File: config.mk
export PLATFORM = sky130hd
export DESIGN_NAME = la_arbiter8
export DESIGN_NICKNAME = d
export VERILOG_FILES = /design/src/rtl/la_arbiter8.sv
export SDC_FILE = /design/constraint.sdc
export NUM_CORES = 1
export LEC_CHECK = 0
export ABC_AREA = 1
export CORE_AREA = 2 2 105 107
export CTS_BUF_LIST = sky130_fd_sc_hd__clkbuf_2
export CTS_CLUSTER_DIAMETER = 60
export DETAILED_ROUTE_END_ITERATION = 12
export DIE_AREA = 0 0 107 109
export GPL_ROUTABILITY_DRIVEN = 0
export HOLD_SLACK_MARGIN = 0.05
export PLACE_DENSITY_LB_ADDON = 0.3
export SLEW_MARGIN = 0
export SYNTH_ARGS = -nofsm -noshare
export SYNTH_HDL_FRONTEND = slang
export SYNTH_SLANG_ARGS = --single-unit
File: constraint.sdc
create_clock -name clk_i -period 4 [get_ports clk_i]
set_clock_uncertainty 0.05 [all_clocks]
set_input_delay 0.4 -clock clk_i [delete_from_list [all_inputs] [get_ports clk_i]]
set_output_delay 0.4 -clock clk_i [all_outputs]
set_load 0.05 [all_outputs]
File: src/rtl/la_arbiter8.sv
// Round-robin grant for an 8:1 one-hot mux, held across multi-beat transfers; grant/active registered, fire combinational.
// A release (last beat, abandon or beat limit) re-arbitrates in the same cycle, so handover has no bubble.
module la_arbiter8 #(
  parameter PROP = "DEFAULT",
  parameter int MAXBEATS = 16
) (
  input  logic       clk_i,
  input  logic       reset_i,
  input  logic [7:0] req_i,
  input  logic [7:0] last_i,
  input  logic       ready_i,
  output logic [7:0] grant_o,
  output logic       active_o,
  output logic       fire_o
);

  localparam int CW = (MAXBEATS < 1) ? 1 : $clog2(MAXBEATS + 1);
  localparam logic [CW-1:0] CNT_LAST = (MAXBEATS < 1) ? '0 : CW'(MAXBEATS - 1);

  typedef enum logic {
    IDLE = 1'b0,
    BUSY = 1'b1
  } state_e;

  state_e        state_q, state_d;
  logic [7:0]    grant_q, grant_d;
  logic [2:0]    ptr_q, ptr_d;
  logic [CW-1:0] cnt_q, cnt_d;
  logic          active_q, active_d;

  logic [2:0]    g_idx;
  logic          g_req, g_last, fire, at_limit, rel;

  // First requester at or after p, wrapping modulo 8.
  function automatic logic [7:0] rr_pick(input logic [7:0] r, input logic [2:0] p);
    logic [7:0] w;
    logic       hit;
    logic [2:0] idx;
    w   = '0;
    hit = 1'b0;
    for (int k = 0; k < 8; k++) begin
      idx = p + 3'(k);
      if (!hit && r[idx]) begin
        w[idx] = 1'b1;
        hit    = 1'b1;
      end
    end
    return w;
  endfunction

  always_comb begin
    g_idx = '0;
    for (int i = 0; i < 8; i++) begin
      if (grant_q[i]) g_idx = 3'(i);
    end
  end

  assign g_req    = |(grant_q & req_i);
  assign g_last   = |(grant_q & last_i);
  assign fire     = g_req & ready_i;
  assign at_limit = (MAXBEATS != 0) && (cnt_q == CNT_LAST);
  // Dropping req on the granted line is an abandon even if ready is high that cycle.
  assign rel      = (state_q == BUSY) && ((fire && g_last) || !g_req || (fire && at_limit));

  always_comb begin
    state_d  = state_q;
    grant_d  = grant_q;
    ptr_d    = ptr_q;
    cnt_d    = cnt_q;
    case (state_q)
      IDLE: begin
        if (|req_i) begin
          grant_d = rr_pick(req_i, ptr_q);
          cnt_d   = '0;
          state_d = BUSY;
        end
      end
      BUSY: begin
        if (rel) begin
          ptr_d   = g_idx + 3'd1;
          grant_d = rr_pick(req_i & ~grant_q, g_idx + 3'd1);
          cnt_d   = '0;
          state_d = (|(req_i & ~grant_q)) ? BUSY : IDLE;
        end else if (fire && (MAXBEATS != 0)) begin
          cnt_d = cnt_q + CW'(1);
        end
      end
      default: begin
        state_d = IDLE;
        grant_d = '0;
        cnt_d   = '0;
      end
    endcase
    active_d = |grant_d;
  end

  always_ff @(posedge clk_i or posedge reset_i) begin
    if (reset_i) begin
      state_q  <= IDLE;
      grant_q  <= '0;
      ptr_q    <= '0;
      cnt_q    <= '0;
      active_q <= 1'b0;
    end else begin
      state_q  <= state_d;
      grant_q  <= grant_d;
      ptr_q    <= ptr_d;
      cnt_q    <= cnt_d;
      active_q <= active_d;
    end
  end

  assign grant_o  = grant_q;
  assign active_o = active_q;
  assign fire_o   = fire;

endmodule

# == After elaboration in Yosys (flattened, before gate mapping) ==
# Cells that the tools add are included.
# classes
bitwise_logic,20
n_eq_ne,3
n_reduce_logical,57
add_sub_neg,16
n_div,0
shift,0
mux,168
n_lt_le_gt_ge,32
n_mul,0
# op_table
cell,n
8-bit two-way mux,46
8-bit bitwise OR,14
1-bit two-way mux,78
"3-bit by 4-bit < comparator with 1-bit output, second input constant",16
1-bit binary-select mux with 3-bit select,16
1-bit demux with 3-bit select,16
"3-bit by 1-bit >= comparator with 1-bit output, second input constant",16
8-bit OR reduction,5
1-bit logical AND,33
"3-bit adder, second input constant",8
8-bit bitwise AND,3
8-bit case mux with 2 select lines,1
1-bit zero test,15
5-bit two-way mux,3
"3-bit by 2-bit adder with 3-bit output, second input constant",4
3-bit two-way mux,4
5-bit case mux with 2 select lines,1
"3-bit by 1-bit adder with 3-bit output, second input constant",3
8-bit NOT,1
"5-bit by 1-bit adder with 5-bit output, second input constant",1
"5-bit by 4-bit equality test with 1-bit output, second input constant",1
2-bit two-way mux,2
2-bit AND reduction,2
"3-bit by 1-bit != test with 1-bit output, second input constant",1
other kinds (5),6
# word_totals
regBits,18
input_bits,19
word_cells,301
latch_bits,0
n_memories,0
rom_bits,0
ramBits,0

# == Depth between registers and ports, before layout ==
# logic_depth
word_depth,49
depth_mapped,26
ltp_nobuf,23

# == Worst setup path after synthesis ==
# Ideal clock, no wire load.
# synth_timing
kind,reg2reg
startpoint,"register grant_q[2], in the netlist grant_o[2]"
endpoint,"register active_q, in the netlist active_o"
arrival_ns,3.610
stages_incl_launch_ff,26
synth_period_minus_slack_ns,3.787
n_path_buf,3
required_ns,3.823
path_slack_ns,0.213
cell_sequence,dfrtp_1 > inv_2 > nand2_1 > nand2_1 > nand2_1 > nand2_1 > nand2_1 > nand2_1 > buf_2 > buf_6 > ha_1 > clkbuf_1 > inv_1 > ha_1 > inv_1 > o21ai_2 > nor2_1 > nand3_1 > nand3_1 > nor2_1 > nand3_1 > nand2_1 > and2_1 > nand2_1 > nor2_1 > nand3_1
# synth_between
elab_chain_len,48
elab_cells_between_ends,151
classes_between,8 x add/sub; 16 x order compare; 84 x mux; 12 x bitwise; 31 x reduce/logical
# synth_rtl
item,line,rtl
from (decl),26,"logic [7:0] grant_q, grant_d;"
from (signal assigned),106,grant_q <= grant_d;
branches (longest 46 deep; another with 3-bit by 4-bit < comparator with 1-bit output),--,
8-bit case mux with 2 select lines *,70,case (state_q)
8-bit OR reduction *,94,active_d = |grant_d;
net active_d,29,"logic active_q, active_d;"
to (signal assigned),109,active_q <= active_d;
to (decl),29,
# Mark *: on every way through the listed nets, which the timed path passes. The select of a mux whose other input is x is not followed.
# A chain may end at the register's enable or synchronous reset.

# == Worst setup path after layout ==
# layout_timing
startpoint,register ptr_q[1]
endpoint,"register active_q, in the netlist active_o"
# layout_between
elab_chain_len,41
elab_cells_between_ends,130
classes_between,7 x add/sub; 16 x order compare; 77 x mux; 7 x bitwise; 23 x reduce/logical
# layout_rtl
item,line,rtl
from (decl),27,"logic [2:0] ptr_q, ptr_d;"
from (signal assigned),107,ptr_q <= ptr_d;
branches (longest 37 deep; another with 3-bit by 4-bit < comparator with 1-bit output),--,
8-bit two-way mux *,43,if (!hit && r[idx]) begin
8-bit two-way mux *,72,if (|req_i) begin
8-bit case mux with 2 select lines *,70,
8-bit OR reduction *,94,
net active_d,29,
# Marks and branches as above.

==> metrics.txt <==
async set or reset register ratio after synthesis 1.00; n_diodes 0; Synth-to-Final Area Change 13.8%; slowest stage delay, CP 0.83 ns; # hold bufs at CTS 0; # fillers 1,153; Synth cell types 49; Worst Hold Class in2async; Register Area 450 um^2; initial core utilization 0.338; die height 109 um; Synth Warn # 0; largest net degree at the start of global routing 22; drt initial violations 380; count leader, synth nand2_1; Max-cap violations 0; TritonCTS clock tree built; Routed Antenna Nets 0; post-synthesis register bit count 18; most instantiated cells after synthesis nand2_1, nand3_1, inv_1, nor2_1, o21ai_0; Worst R2R End active_o; startpoint types flip-flop; H-tree Lvls 1; FF-to-FF path depth 17; syn nets 681; min cycle time layout 3.64 ns; vias after detailed routing 4,518; layout cells sized above 1 0.0756; Core ar. 10,600 um^2; post-route setup TNS 0 ns; worst path cell trace inv_1 -> ha_1 -> or2_2 -> nand2_1 -> inv_1 -> nand2_1 -> nand2_2 -> inv_1 -> nor4_2 -> and2_1 -> nand2_1 -> nand3_1 -> nand2_1 -> and2_1 -> nand2_1 -> nor2_1 -> nand3_1; Max transition margin 0.369; IO buf count 28; root buffer cell clkbuf_2; total grt overflow 0; WP data arrival 3.86 ns; Required @ worst endpoint 4.22 ns; Site Rows 38; Post-synth EDFFs 0; fmax 0.275 GHz; endpoint type of the worst setup path flip-flop; Worst-Margin Slew 0.938 ns; Post-Syn Area per Cell 5.54 um^2; Pre-Repair DR Iteration Count 6; Final nets 709; post-synth design cell area 3590 um^2; Worst-Skew Late Latency 0.33 ns; clock sink count 18; CP Class reg2reg; top post-synthesis cells by area nand2_1, nand3_1, dfrtp_1; DP HPWL 9770 um; # IOs 29; Clock transition at path regs 0.21 ns; Vias/cell 5.54; Post-route DRC 0; top_reg_cell synth dfrtp_1; initial antenna violation count 0; outcome finished clean; WL/cell 15.2 um; Most common cell on crit path nand2_1; CP max-delay cell nor4_2; die width 107 um; vias in the first global route 4,160; Critical Path Fanout Max 12; total CTS buffers 3; RSZ-0062 raised after global routing false; Post-Syn Instances 648; worst reg2reg setup slack 0.36 ns; max-slew violation count 0; final wirelength 12,400 um; Synth top area share 0.153; final hold viol count 0; Total GRT Usage 0.215; Multi-input gate area 2680 um^2; Max clock buf depth 2; worst r2r src ptr_q[1]; largest area contributor in the netlist nand2_1; Die Area 11,700 um^2; Seq/Total Area, Yosys 0.126; first-pass GRT wire length 20,300 um; Final period util 0.909; final setup fails 0
==> sequential cells by signal (all words and copies together) (netlist names) <==
signal	flops
cnt_q	5
active_o	1
grant_o	8
state_q	1
ptr_q	3
==> worst max path at each step <==
stage	start	end	slack (ns)	cells after the start
after floorplan	grant_o[2]	active_o	0.21	25
after global placement	grant_o[2]	active_o	0.29	20
after detailed placement	grant_o[2]	active_o	0.25	20
after CTS	grant_o[2]	active_o	0.20	20
after global routing	ptr_q[1]	active_o	0.01	17
final	ptr_q[1]	active_o	0.36	17
==> per-stage QoR <==
stage / instance area [um^2] / instances / setup slack [ns] / utilization / hold WS, ns
5_1_grt: 4080 / 815 / 0.0112 / 0.385 / 0.460
4_1_cts: 4050 / 813 / 0.203 / 0.382 / 0.450
3_3_place_gp: 4030 / 809 / 0.290 / 0.380 / 0.435
3_5_place_dp: 4030 / 809 / 0.253 / 0.380 / 0.459
2_1_floorplan: 3590 / 648 / 0.213 / - / 0.289
6_report: 4080 / 815 / 0.363 / 0.385 / 0.400
==> metal layers <==
metal | routed length, um | part of all wire | GRT usage | vias to the layer above
met5 | 0 | 0 | 0 | -
met4 | 327 | 0.026 | 0.0622 | 0
met3 | 1000 | 0.081 | 0.0203 | 39
met2 | 6040 | 0.49 | 0.382 | 259
met1 | 5040 | 0.41 | 0.277 | 2028
li1 | - | - | - | 2192
==> repair_timing <==
action                     in CTS  in global routing
setup buffers                   0                  2
gates resized for setup         0                  3
setup endpoints to repair       0                  3
==> logic make-up (layout without fill, tap and decap cells) <==
logic type      count (synthesis)  in the layout  share of synthesized area
fa+ha+maj                      14             14                     0.0488
compound gates                 91             91                      0.147
flops                          18             18                      0.126
simple gates                  401            401                      0.518
xor+xnor                        3              3                     0.0167
mux                             4              4                     0.0122
buf+inv                       117            144                      0.132
==> critical path, delay by kind of cell, from the launching register on <==
kind                       cells  cell delay, ns
and+or+nand+nor               13            2.21
buffers and inverters          3            0.57
DFF                            1            0.51
adders and majority gates      1            0.21
==> cell type report <==
class / count / area share
tap: 140 / 0.0429
sequential: 18 / 0.110
clock buffer: 3 / 0.00368
clock inverter: 1 / 0.000919
multi-input combinational: 513 / 0.657
timing repair buffer: 43 / 0.0962
inverter: 97 / 0.0892
==> cells in the final DEF (no fill, tap or decap), types with 4 or more instances in the layout <==
| cell | n |
|---|---|
| nand2_1 | 145 |
| nor2_1 | 82 |
| dfrtp_1 | 18 |
| inv_2 | 4 |
| clkdlybuf4s50_1 | 28 |
| nand4_1 | 20 |
| a21oi_1 | 27 |
| o21ai_1 | 5 |
| ha_1 | 14 |
| o22ai_1 | 7 |
| buf_4 | 15 |
| o21ai_0 | 34 |
| inv_1 | 91 |
| nor3_1 | 24 |
| and2_1 | 5 |
| nand3_1 | 102 |
Power is left out: the tool's default activity adds up to more than one toggle a clock period on the data nets, which glitch-free logic cannot reach.
